$ cat config.mk
export PLATFORM = sky130hd
export DESIGN_NAME = macc_acc_round
export DESIGN_NICKNAME = d
export VERILOG_FILES = /design/src/rtl/macc_pkg.sv /design/src/rtl/macc_round_sat.sv /design/src/rtl/macc_acc_round.sv
export SDC_FILE = /design/constraint.sdc
export NUM_CORES = 1
export LEC_CHECK = 0
export BUFFER_PORTS_ARGS = -buffer_cell sky130_fd_sc_hd__buf_2
export CORE_MARGIN = 5
export CORE_UTILIZATION = 40
export DETAILED_ROUTE_END_ITERATION = 8
export HOLD_SLACK_MARGIN = 0.05
export PLACE_DENSITY_LB_ADDON = 0.12
export SKIP_CTS_REPAIR_TIMING = 1
export SLEW_MARGIN = 20
export SYNTH_ARGS = -nofsm -noshare
export SYNTH_HDL_FRONTEND = slang
export SYNTH_HIERARCHICAL = 1
export SYNTH_SLANG_ARGS = --single-unit
$ cat constraint.sdc
create_clock -name clk -period 7.3 [get_ports clk]
set_input_delay 0.365 -clock clk [delete_from_list [all_inputs] [get_ports clk]]
set_output_delay 0.365 -clock clk [all_outputs]
set_load 0.01 [all_outputs]
$ cat src/rtl/macc_pkg.sv
// Shared state encoding and default widths for the MACC frame accumulator.
package macc_pkg;

   typedef enum logic [1:0] {
      ACCUM = 2'd0,
      ROUND = 2'd1,
      HOLD  = 2'd2
   } state_t;

   localparam int MACC_IN_W  = 48;
   localparam int MACC_ACC_W = 56;
   localparam int MACC_OUT_W = 24;

endpackage

$ cat src/rtl/macc_round_sat.sv
// Combinational round-half-up, arithmetic right shift and signed saturation
// of the frame accumulator down to the output width.
module macc_round_sat
   import macc_pkg::*;
#(
   parameter int ACC_W = MACC_ACC_W,
   parameter int SHIFT = 8,
   parameter int OUT_W = MACC_OUT_W
) (
   input  logic signed [ACC_W-1:0] acc,
   output logic signed [OUT_W-1:0] value,
   output logic                    sat
);

   // One guard bit so adding the rounding constant cannot wrap.
   localparam int RW = ACC_W + 1;

   logic signed [RW-1:0] half;
   logic signed [RW-1:0] biased;
   logic signed [RW-1:0] r;
   logic signed [RW-1:0] max_w;
   logic signed [RW-1:0] min_w;

   assign half   = RW'(1) << (SHIFT - 1);
   assign biased = {acc[ACC_W-1], acc} + half;
   assign r      = biased >>> SHIFT;
   assign max_w  = {{(RW-OUT_W+1){1'b0}}, {(OUT_W-1){1'b1}}};
   assign min_w  = {{(RW-OUT_W+1){1'b1}}, {(OUT_W-1){1'b0}}};

   always_comb begin
      value = r[OUT_W-1:0];
      sat   = 1'b0;
      if (r > max_w) begin
         value = {1'b0, {(OUT_W-1){1'b1}}};
         sat   = 1'b1;
      end else if (r < min_w) begin
         value = {1'b1, {(OUT_W-1){1'b0}}};
         sat   = 1'b1;
      end
   end

endmodule

$ cat src/rtl/macc_acc_round.sv
// Frame accumulator for the MACC result stream: sums a frame, then rounds,
// shifts and saturates it onto a ready/valid output. MACC_ACC_OVF_SAT_EN adds
// sticky accumulator overflow clamping.
//
// state | meaning
// ACCUM | accepting samples, summing into acc
// ROUND | one cycle: round/saturate acc into the output registers, clear acc
// HOLD  | result presented, waiting for out_ready
module macc_acc_round
   import macc_pkg::*;
#(
   parameter int IN_W  = MACC_IN_W,
   parameter int ACC_W = MACC_ACC_W,
   parameter int SHIFT = 8,
   parameter int OUT_W = MACC_OUT_W
) (
   input  logic                    clk,
   input  logic                    rst,
   input  logic                    in_valid,
   output logic                    in_ready,
   input  logic signed [IN_W-1:0]  in_data,
   input  logic                    in_last,
   output logic                    out_valid,
   input  logic                    out_ready,
   output logic signed [OUT_W-1:0] out_data,
   output logic                    out_sat
);

   state_t state_q, state_d;

   logic signed [ACC_W-1:0] acc_q;
   logic signed [ACC_W-1:0] acc_next;
   logic signed [ACC_W-1:0] acc_sum;
   logic signed [ACC_W-1:0] in_ext;
   logic signed [OUT_W-1:0] rs_value;
   logic signed [OUT_W-1:0] sat_max;
   logic signed [OUT_W-1:0] sat_min;
   logic                    rs_sat;
   logic                    in_xfer;
   logic                    ovf_q;
   logic                    ovf_neg_q;

   assign in_ready = (state_q == ACCUM);
   assign in_xfer  = in_valid && in_ready;
   assign in_ext   = ACC_W'(in_data);
   assign acc_sum  = acc_q + in_ext;
   assign sat_max  = {1'b0, {(OUT_W-1){1'b1}}};
   assign sat_min  = {1'b1, {(OUT_W-1){1'b0}}};

`ifdef MACC_ACC_OVF_SAT_EN
   localparam logic signed [ACC_W-1:0] ACC_MAX = {1'b0, {(ACC_W-1){1'b1}}};
   localparam logic signed [ACC_W-1:0] ACC_MIN = {1'b1, {(ACC_W-1){1'b0}}};

   logic add_ovf;

   assign add_ovf  = (acc_q[ACC_W-1] == in_ext[ACC_W-1]) &&
                     (acc_sum[ACC_W-1] != acc_q[ACC_W-1]);
   assign acc_next = add_ovf ? (acc_q[ACC_W-1] ? ACC_MIN : ACC_MAX) : acc_sum;

   // Direction of the most recent overflow picks the saturated output sign.
   always_ff @(posedge clk) begin
      if (rst || state_q == ROUND) begin
         ovf_q     <= 1'b0;
         ovf_neg_q <= 1'b0;
      end else if (in_xfer && add_ovf) begin
         ovf_q     <= 1'b1;
         ovf_neg_q <= acc_q[ACC_W-1];
      end
   end
`else
   assign acc_next  = acc_sum;
   assign ovf_q     = 1'b0;
   assign ovf_neg_q = 1'b0;
`endif

   macc_round_sat #(
      .ACC_W (ACC_W),
      .SHIFT (SHIFT),
      .OUT_W (OUT_W)
   ) u_round_sat (
      .acc   (acc_q),
      .value (rs_value),
      .sat   (rs_sat)
   );

   always_comb begin
      state_d = state_q;
      case (state_q)
         ACCUM:   if (in_xfer && in_last) state_d = ROUND;
         ROUND:   state_d = HOLD;
         HOLD:    if (out_ready) state_d = ACCUM;
         default: state_d = ACCUM;
      endcase
   end

   always_ff @(posedge clk) begin
      if (rst) state_q <= ACCUM;
      else     state_q <= state_d;
   end

   always_ff @(posedge clk) begin
      if (rst) begin
         acc_q     <= '0;
         out_valid <= 1'b0;
         out_data  <= '0;
         out_sat   <= 1'b0;
      end else begin
         case (state_q)
            ACCUM: begin
               if (in_xfer) acc_q <= acc_next;
            end
            ROUND: begin
               acc_q     <= '0;
               out_valid <= 1'b1;
               if (ovf_q) begin
                  out_data <= ovf_neg_q ? sat_min : sat_max;
                  out_sat  <= 1'b1;
               end else begin
                  out_data <= rs_value;
                  out_sat  <= rs_sat;
               end
            end
            HOLD: begin
               if (out_ready) out_valid <= 1'b0;
            end
            default: ;
         endcase
      end
   end

endmodule

==> impl_metrics.yaml, run 1 <==
final_layout:
  finalNonFillerCells: 1250
  antenna_cells: 0
  most-common-layout-cells: "nand2_1 (123), a21oi_1 (114), dfxtp_1 (84), buf_2 (79), ha_1 (56)"
  nets: 1126
  final_common_cell: "nand2_1"
  fillCellCount: 1868
  multi_input_area_um2: 5380
  areaGrowthSynthToFinish_pct: 10.4
  final_layout_size_suffix_gt1_frac: 0.131
  register_area_um2: 1680
routing:
  via_per_inst: 5.75
  antenna_left: 0
  drtIter0Drc: 522
  vias: 7191
  first_pass_iters: 4
  post_drt_wl_per_cell_um: 17.4
  remaining_drc_errors: 0
  finalWirelength_um: 21800
logic_synthesis:
  synthArstFlopShare: 0
  synthDistinctLibCells: 71
  syn_nets: 1086
  ys_dominant_reg_cell: "dfxtp_1"
  synth_top_area_frac: 0.228
  synth_top_cell_by_area: "dfxtp_1"
  synth-seq-cells: 84
  synth.area.top_cells: "dfxtp_1 (23%), ha_1 (9.5%), a21oi_1 (7.7%)"
  synth_area_um2: 7390
  yosysWarningCount: 6
  postSynthAreaPerCell_um2: 7.57
  syn-instance-count: 976
  ys_seq_area_frac: 0.228
  synth-edff-count: 0
critical_path:
  path_max_fanout: 24
  r2r-end: "out_data[9]$_SDFFE_PP0P_"
  rr_startpoint: "acc_q[12]$_SDFFE_PP0P_"
  critPathCaptureType: "flop"
  startpoint_type: "flop"
  critPathRequiredTime_ns: 7.50
  r2r_setup_slack_ns: 3.27
  reg2regPathDepth: 10
  arrival_ns: 4.23
  path_class: "flop to flop"
placement:
  hpwl_um: 16400
  pre_cts_slack_ns: 3.25
  dp.cells: 1234
  portBuffers: 79
  place_congestion: 0.901
min_path:
  min_to: "state_q[0]$_SDFFE_PP0P_"
  min_path_type: "input pin to flop"
  whs_path_depth: 2
  hold_start: "in_last"
clock_tree:
  htree_levels: 3
  clk_pin_slew_ns: 0.07
  clk_path_buf_depth: 2
  root_buffer: "clkbuf_16"
  cts_sinks: 84
  cts-buffers-inserted: 9
  insertion_delay_ns: 0.34
  cts_tree: "done"
sta:
  rsz0062_at_grt: "no"
  worst_pin_slew_ns: 1.07
  fmax_ghz: 0.248
  slew_violations: 0
  tns_ns: 0
  hold_viol: 0
  skew_ns: 0.00948
  setup_ws_ns: 3.27
  finalSetupViolCount: 0
  timing.final.crit_share: 0.552
  period_minus_slack_ns: 4.03
  slew_headroom: 0.284
grt:
  grt.total_usage: 0.198
  grt_pass1_vias: 6705
  grt_pass1_wl_um: 35200
  antenna_found_initial: 0
  grt-ovfl-total: 0
  grt_max_degree: 60
power:
  power_switching_uw: 701
  clock_power_share: 0.258
  pwr-share-seq: 0.348
  switching_share: 0.403
  p_comb_frac: 0.394
  vdd_ir_drop_max_mv: 0.0908
  power.internal_mw: 1.04
  total_power_mw: 1.74
  power_density_nw_per_um2: 213
  p_leak_nw: 3.46
floorplanning:
  dieArea_um2: 21300
  row_count: 49
  core-area_um2: 18100
  start_util: 0.409
  die_w_um: 146
  ios: 80
  dieHeight_um: 146
run:
  drv_cap: 0
run_status:
  status: "completed"
==> cell usage after synthesis (all sizes together) (4+ instances only) <==
cell	instances
a21o	36
dfxtp	84
inv	23
o211ai	5
buf	15
o31ai	7
a31oi	14
nor4b	4
nor3	13
a31o	6
nand3	56
a211oi	10
or2	4
o21a	8
nor4	10
and2	7
and3	15
nand4	41
and4	9
ha	56
o21ai	55
clkbuf	41
xnor2	42
a22o	26
a21oi	115
nor2	45
nand2	123
xor2	49
o21bai	13
nor2b	5
or3	4
==> state kept, by name, summed over array words and instances, names as in the netlist <==
register	flops
out_data	24
out_valid	1
acc_q	56
out_sat	1
state_q	2
==> how the worst max path moves through the flow <==
| stage | from | to | slack (ns) | cells after the start |
|---|---|---|---|---|
| floorplan | in_data[0] | acc_q[52]$_SDFFE_PP0P_ | 4.22 | 12 |
| detailed placement | acc_q[12]$_SDFFE_PP0P_ | out_data[9]$_SDFFE_PP0P_ | 3.25 | 10 |
| global placement | acc_q[12]$_SDFFE_PP0P_ | out_data[12]$_SDFFE_PP0P_ | 3.31 | 10 |
| global route | acc_q[12]$_SDFFE_PP0P_ | out_data[7]$_SDFFE_PP0P_ | 2.83 | 10 |
| finish | acc_q[12]$_SDFFE_PP0P_ | out_data[9]$_SDFFE_PP0P_ | 3.27 | 10 |
| CTS | acc_q[12]$_SDFFE_PP0P_ | out_data[9]$_SDFFE_PP0P_ | 3.28 | 10 |
==> layout make-up <==
type | instances | share of cell area
Clock inverter | 7 | 0.00736
Clock buffer | 9 | 0.0276
Timing Repair Buffer | 85 | 0.0540
Tap cell | 229 | 0.0351
Multi-Input combinational cell | 813 | 0.659
Sequential cell | 84 | 0.206
Inverter | 23 | 0.0106
==> kinds of logic (layout without fill, tap and decap cells) <==
| family | Yosys count | in the layout | share of synthesized area |
|---|---|---|---|
| AOI/OAI and AO/OA | 320 | 320 | 0.282 |
| xor gates and xnor gates | 91 | 91 | 0.108 |
| muxes | 2 | 2 | 0.00288 |
| adders and majority gates | 57 | 57 | 0.0975 |
| and+or+nand+nor | 343 | 343 | 0.235 |
| DFF | 84 | 84 | 0.228 |
| buffers and inverters | 79 | 124 | 0.0469 |
==> power groups by stage <==
stage | combinational, mW | clock [mW] | sequential [mW]
final | 0.685 | 0.449 | 0.606
after global placement | 0.680 | 0 | 0.615
after global routing | 0.766 | 0.476 | 0.617
after floorplan | 0.539 | 0 | 0.580
after detailed placement | 0.675 | 0 | 0.614
after CTS | 0.679 | 0.455 | 0.604
==> worst max-delay path, cell delays in order, from the launching register on <==
cell	delay, ns
dfxtp_1	0.48
nand3_2	0.21
nor4b_2	0.97
nand4_1	0.31
xor2_1	0.23
nand3_1	0.09
or4_4	0.54
o31ai_4	0.72
o21ai_1	0.18
nand2_1	0.10
a21oi_1	0.05
==> stage by stage <==
step                      cell area (µm²)  utilization  hold WS [ns]
final                                8160        0.451         0.232
after global routing                 8160        0.451         0.230
after CTS                            8150        0.451         0.220
after detailed placement             7870        0.435         0.447
after global placement               7870        0.435         0.441
after floorplan                      7390            -         0.447
==> metal layers <==
| layer | vias to the layer above | global-route usage | wire length, µm |
|---|---|---|---|
| li1 | 3684 | - | - |
| met5 | - | 0 | 0 |
| met4 | 0 | 0.0508 | 312 |
| met1 | 3320 | 0.307 | 11600 |
| met3 | 19 | 0.0227 | 828 |
| met2 | 168 | 0.286 | 9010 |
Note: power is estimated with default switching activity, not from simulation.
==> run 2, diff against run 1 <==
--- a/config.mk
+++ b/config.mk
@@ -5,6 +5,7 @@
 export SDC_FILE = /design/constraint.sdc
 export NUM_CORES = 1
 export LEC_CHECK = 0
+export ABC_AREA = 1
 export BUFFER_PORTS_ARGS = -buffer_cell sky130_fd_sc_hd__buf_2
 export CORE_MARGIN = 5
 export CORE_UTILIZATION = 40
==> constraint.sdc (replaced) <==
create_clock -name clk -period 3.5 [get_ports clk]
set_input_delay 0.175 -clock clk [delete_from_list [all_inputs] [get_ports clk]]
set_output_delay 0.175 -clock clk [all_outputs]
set_load 0.01 [all_outputs]
==> run 2 against run 1 <==
  * Register-to-register slack worse by 2.6 ns
  * Sequential power increased by 100%
  * Largest cell class unchanged
  * Area after synthesis grew 38%
  * Core utilization decreased by 0.41 points
  * Synthesized cell count grew 96%
  * Critical path depth grew 5
  * Total power grew 120%
  * Die area grew 35%
==> impl_metrics.yaml, run 2 <==
critical_path:
  crit_start: "acc_q[22]$_SDFFE_PP0P_"
  cp_num_cells: 15
  startpoint_type: "flop"
  critPathRequiredTime_ns: 3.69
  critPathCaptureType: "flop"
  r2r_setup_slack_ns: 0.68
  path_common_cell: "nand2_1"
  crit_chain: "nand2_1, nor2_1, nand2_1, nor2_4, nand3_1, nand2_1, nand2_1, a21oi_1, nand2_1, nor2_1, nand3_1, nand2_2, nand2_1, nand2_1, a21oi_1"
  path_delay_family: "simple AND/OR/NAND/NOR gates"
  slowest_stage: "dfxtp_1"
  path_max_fanout: 24
  arrival_ns: 3.01
  r2r-end: "out_data[2]$_SDFFE_PP0P_"
  path_buf_inv: 0
  reg2regPathDepth: 15
  crit_path_max_incr_delay_ns: 0.49
  rr_startpoint: "acc_q[22]$_SDFFE_PP0P_"
  path_class: "flop to flop"
  endpoint: "out_data[2]$_SDFFE_PP0P_"
logic_synthesis:
  synth_common_cells: "nand2_1 (785), inv_1 (326), nor2_1 (153), a21oi_1 (132), nand3_1 (121)"
  synth-edff-count: 0
  synth_most_common_cell: "nand2_1"
  synth_top_cell_by_area: "nand2_1"
  ys_dominant_reg_cell: "dfxtp_1"
  synthDistinctLibCells: 40
  syn-instance-count: 1916
  syn_nets: 2026
  synthArstFlopShare: 0
  synth-seq-cells: 84
  ys_seq_area_frac: 0.165
  synth_area_um2: 10200
  postSynthAreaPerCell_um2: 5.31
  yosysWarningCount: 6
  synth_top_area_frac: 0.289
  synth.area.top_cells: "nand2_1 (29%), dfxtp_1 (17%), inv_1 (12%)"
sta:
  skew_ns: 0.0166
  tns_ns: 0
  slew_headroom: 0.311
  rsz0062_at_grt: "no"
  fmax_ghz: 0.354
  worst_pin_slew_ns: 1.03
  period_minus_slack_ns: 2.82
  finalSetupViolCount: 0
  timing.final.crit_share: 0.806
  hold_viol: 0
  slew_violations: 0
  setup_ws_ns: 0.678
power:
  switching_share: 0.441
  power_density_nw_per_um2: 344
  p_leak_nw: 5.77
  pwr-share-seq: 0.315
  clock_power_share: 0.271
  power_switching_mw: 1.70
  vdd_ir_drop_max_mv: 0.197
  power.internal_mw: 2.16
  p_comb_frac: 0.414
final_layout:
  reg.largest.list: "acc_q (56), out_data (24), state_q (2)"
  final_common_cell: "nand2_1"
  nets: 2096
  final_layout_size_suffix_gt1_frac: 0.116
  most-common-layout-cells: "nand2_1 (785), inv_1 (326), nor2_1 (152), a21oi_1 (132), nand3_1 (121)"
  fin_area_um2: 11200
  finalNonFillerCells: 2321
  largest_reg_flops: 56
  final_util: 0.447
  largest_register: "acc_q"
  areaGrowthSynthToFinish_pct: 10.3
  antenna_cells: 0
run:
  drv_cap: 0
routing:
  drtIter0Drc: 873
  finalWirelength_um: 37700
  via_per_inst: 4.97
  remaining_drc_errors: 0
  first_pass_iters: 6
  vias: 11500
  post_drt_wl_per_cell_um: 16.2
  antenna_left: 0
grt:
  gr-usage-met1: 0.342
  grt_pass1_vias: 10600
  grt-ovfl-total: 0
  grt_pass1_wl_um: 57400
  met3_usage: 0.0382
  top_usage_layer: "met2"
  grt_use_met2: 0.425
  grt.total_usage: 0.258
  grt_max_degree: 46
  antenna_found_initial: 0
placement:
  placed_area_um2: 10900
  portBuffers: 79
  hpwl_um: 31500
  dp.cells: 2304
  pre_cts_slack_ns: 0.677
  place_congestion: 1.02
run_status:
  status: "completed"
floorplanning:
  row_count: 58
  dieArea_um2: 28700
  ios: 80
  core-area_um2: 25100
  die_w_um: 170
  dieHeight_um: 170
  start_util: 0.405
clock_tree:
  cts_sinks: 84
  clk_pin_slew_ns: 0.07
  clk_path_buf_depth: 2
  htree_levels: 3
  insertion_delay_ns: 0.36
  cts_tree: "done"
  cts-buffers-inserted: 9
  root_buffer: "clkbuf_16"
min_path:
  min_path_type: "input pin to flop"
-- run 2: worst min path at each step --
stage	from	to	slack, ns	cells after the start
6_report	in_last	state_q[0]$_SDFFE_PP0P_	0.05	3
5_1_grt	in_last	state_q[0]$_SDFFE_PP0P_	0.07	3
4_1_cts	out_ready	out_valid$_SDFFE_PP0P_	0.03	2
3_5_place_dp	out_ready	out_valid$_SDFFE_PP0P_	0.41	2
3_3_place_gp	out_ready	out_valid$_SDFFE_PP0P_	0.40	2
2_1_floorplan	out_ready	out_valid$_SDFFE_PP0P_	0.29	1
-- run 2: cell families (layout without fill, tap and decap cells) --
| family | Yosys count | count (layout) | share of synthesized area |
|---|---|---|---|
| adders and majority gates | 57 | 57 | 0.0708 |
| DFF | 84 | 84 | 0.165 |
| xor gates and xnor gates | 23 | 23 | 0.0198 |
| buffers and inverters | 372 | 447 | 0.143 |
| AOI/OAI and AO/OA | 164 | 164 | 0.0830 |
| and+or+nand+nor | 1216 | 1216 | 0.518 |
-- run 2: power groups by stage --
| stage | clock, mW | combinational [mW] | sequential [mW] |
|---|---|---|---|
| after detailed placement | 0 | 1.58 | 1.23 |
| after floorplan | 0 | 1.14 | 1.16 |
| final | 1.05 | 1.60 | 1.21 |
| after global placement | 0 | 1.57 | 1.23 |
| after global routing | 1.10 | 1.80 | 1.23 |
| after CTS | 1.07 | 1.58 | 1.21 |
-- run 2: worst register-to-register path, cell delays in order, from the launching register on --
cell	delay, ns
dfxtp_1	0.49
nand2_1	0.16
nor2_1	0.30
nand2_1	0.15
nor2_4	0.29
nand3_1	0.12
nand2_1	0.07
nand2_1	0.10
a21oi_1	0.14
nand2_1	0.07
nor2_1	0.08
nand3_1	0.09
nand2_2	0.35
nand2_1	0.11
nand2_1	0.08
a21oi_1	0.06
-- run 2: stage by stage --
step	hold WS (ns)	power [mW]
6_report	0.0528	3.86
5_1_grt	0.0659	4.12
4_1_cts	0.0300	3.86
3_5_place_dp	0.415	2.81
3_3_place_gp	0.396	2.80
2_1_floorplan	0.293	2.31
-- run 2: area by class of cell --
class                   count  area, µm²
clock inverters             5       67.6
well taps                 330        413
fillers                  2874      13900
multi-input cells        1460       7050
flip-flops and latches     84       1680
clock buffers              11        243
repair buffers             89        485
inverters                 342       1280
-- run 2: routing by layer --
metal	share of wire	up-vias
li1	-	6027
met1	0.45	5117
met2	0.45	326
met3	0.066	64
met4	0.033	0
met5	0	-
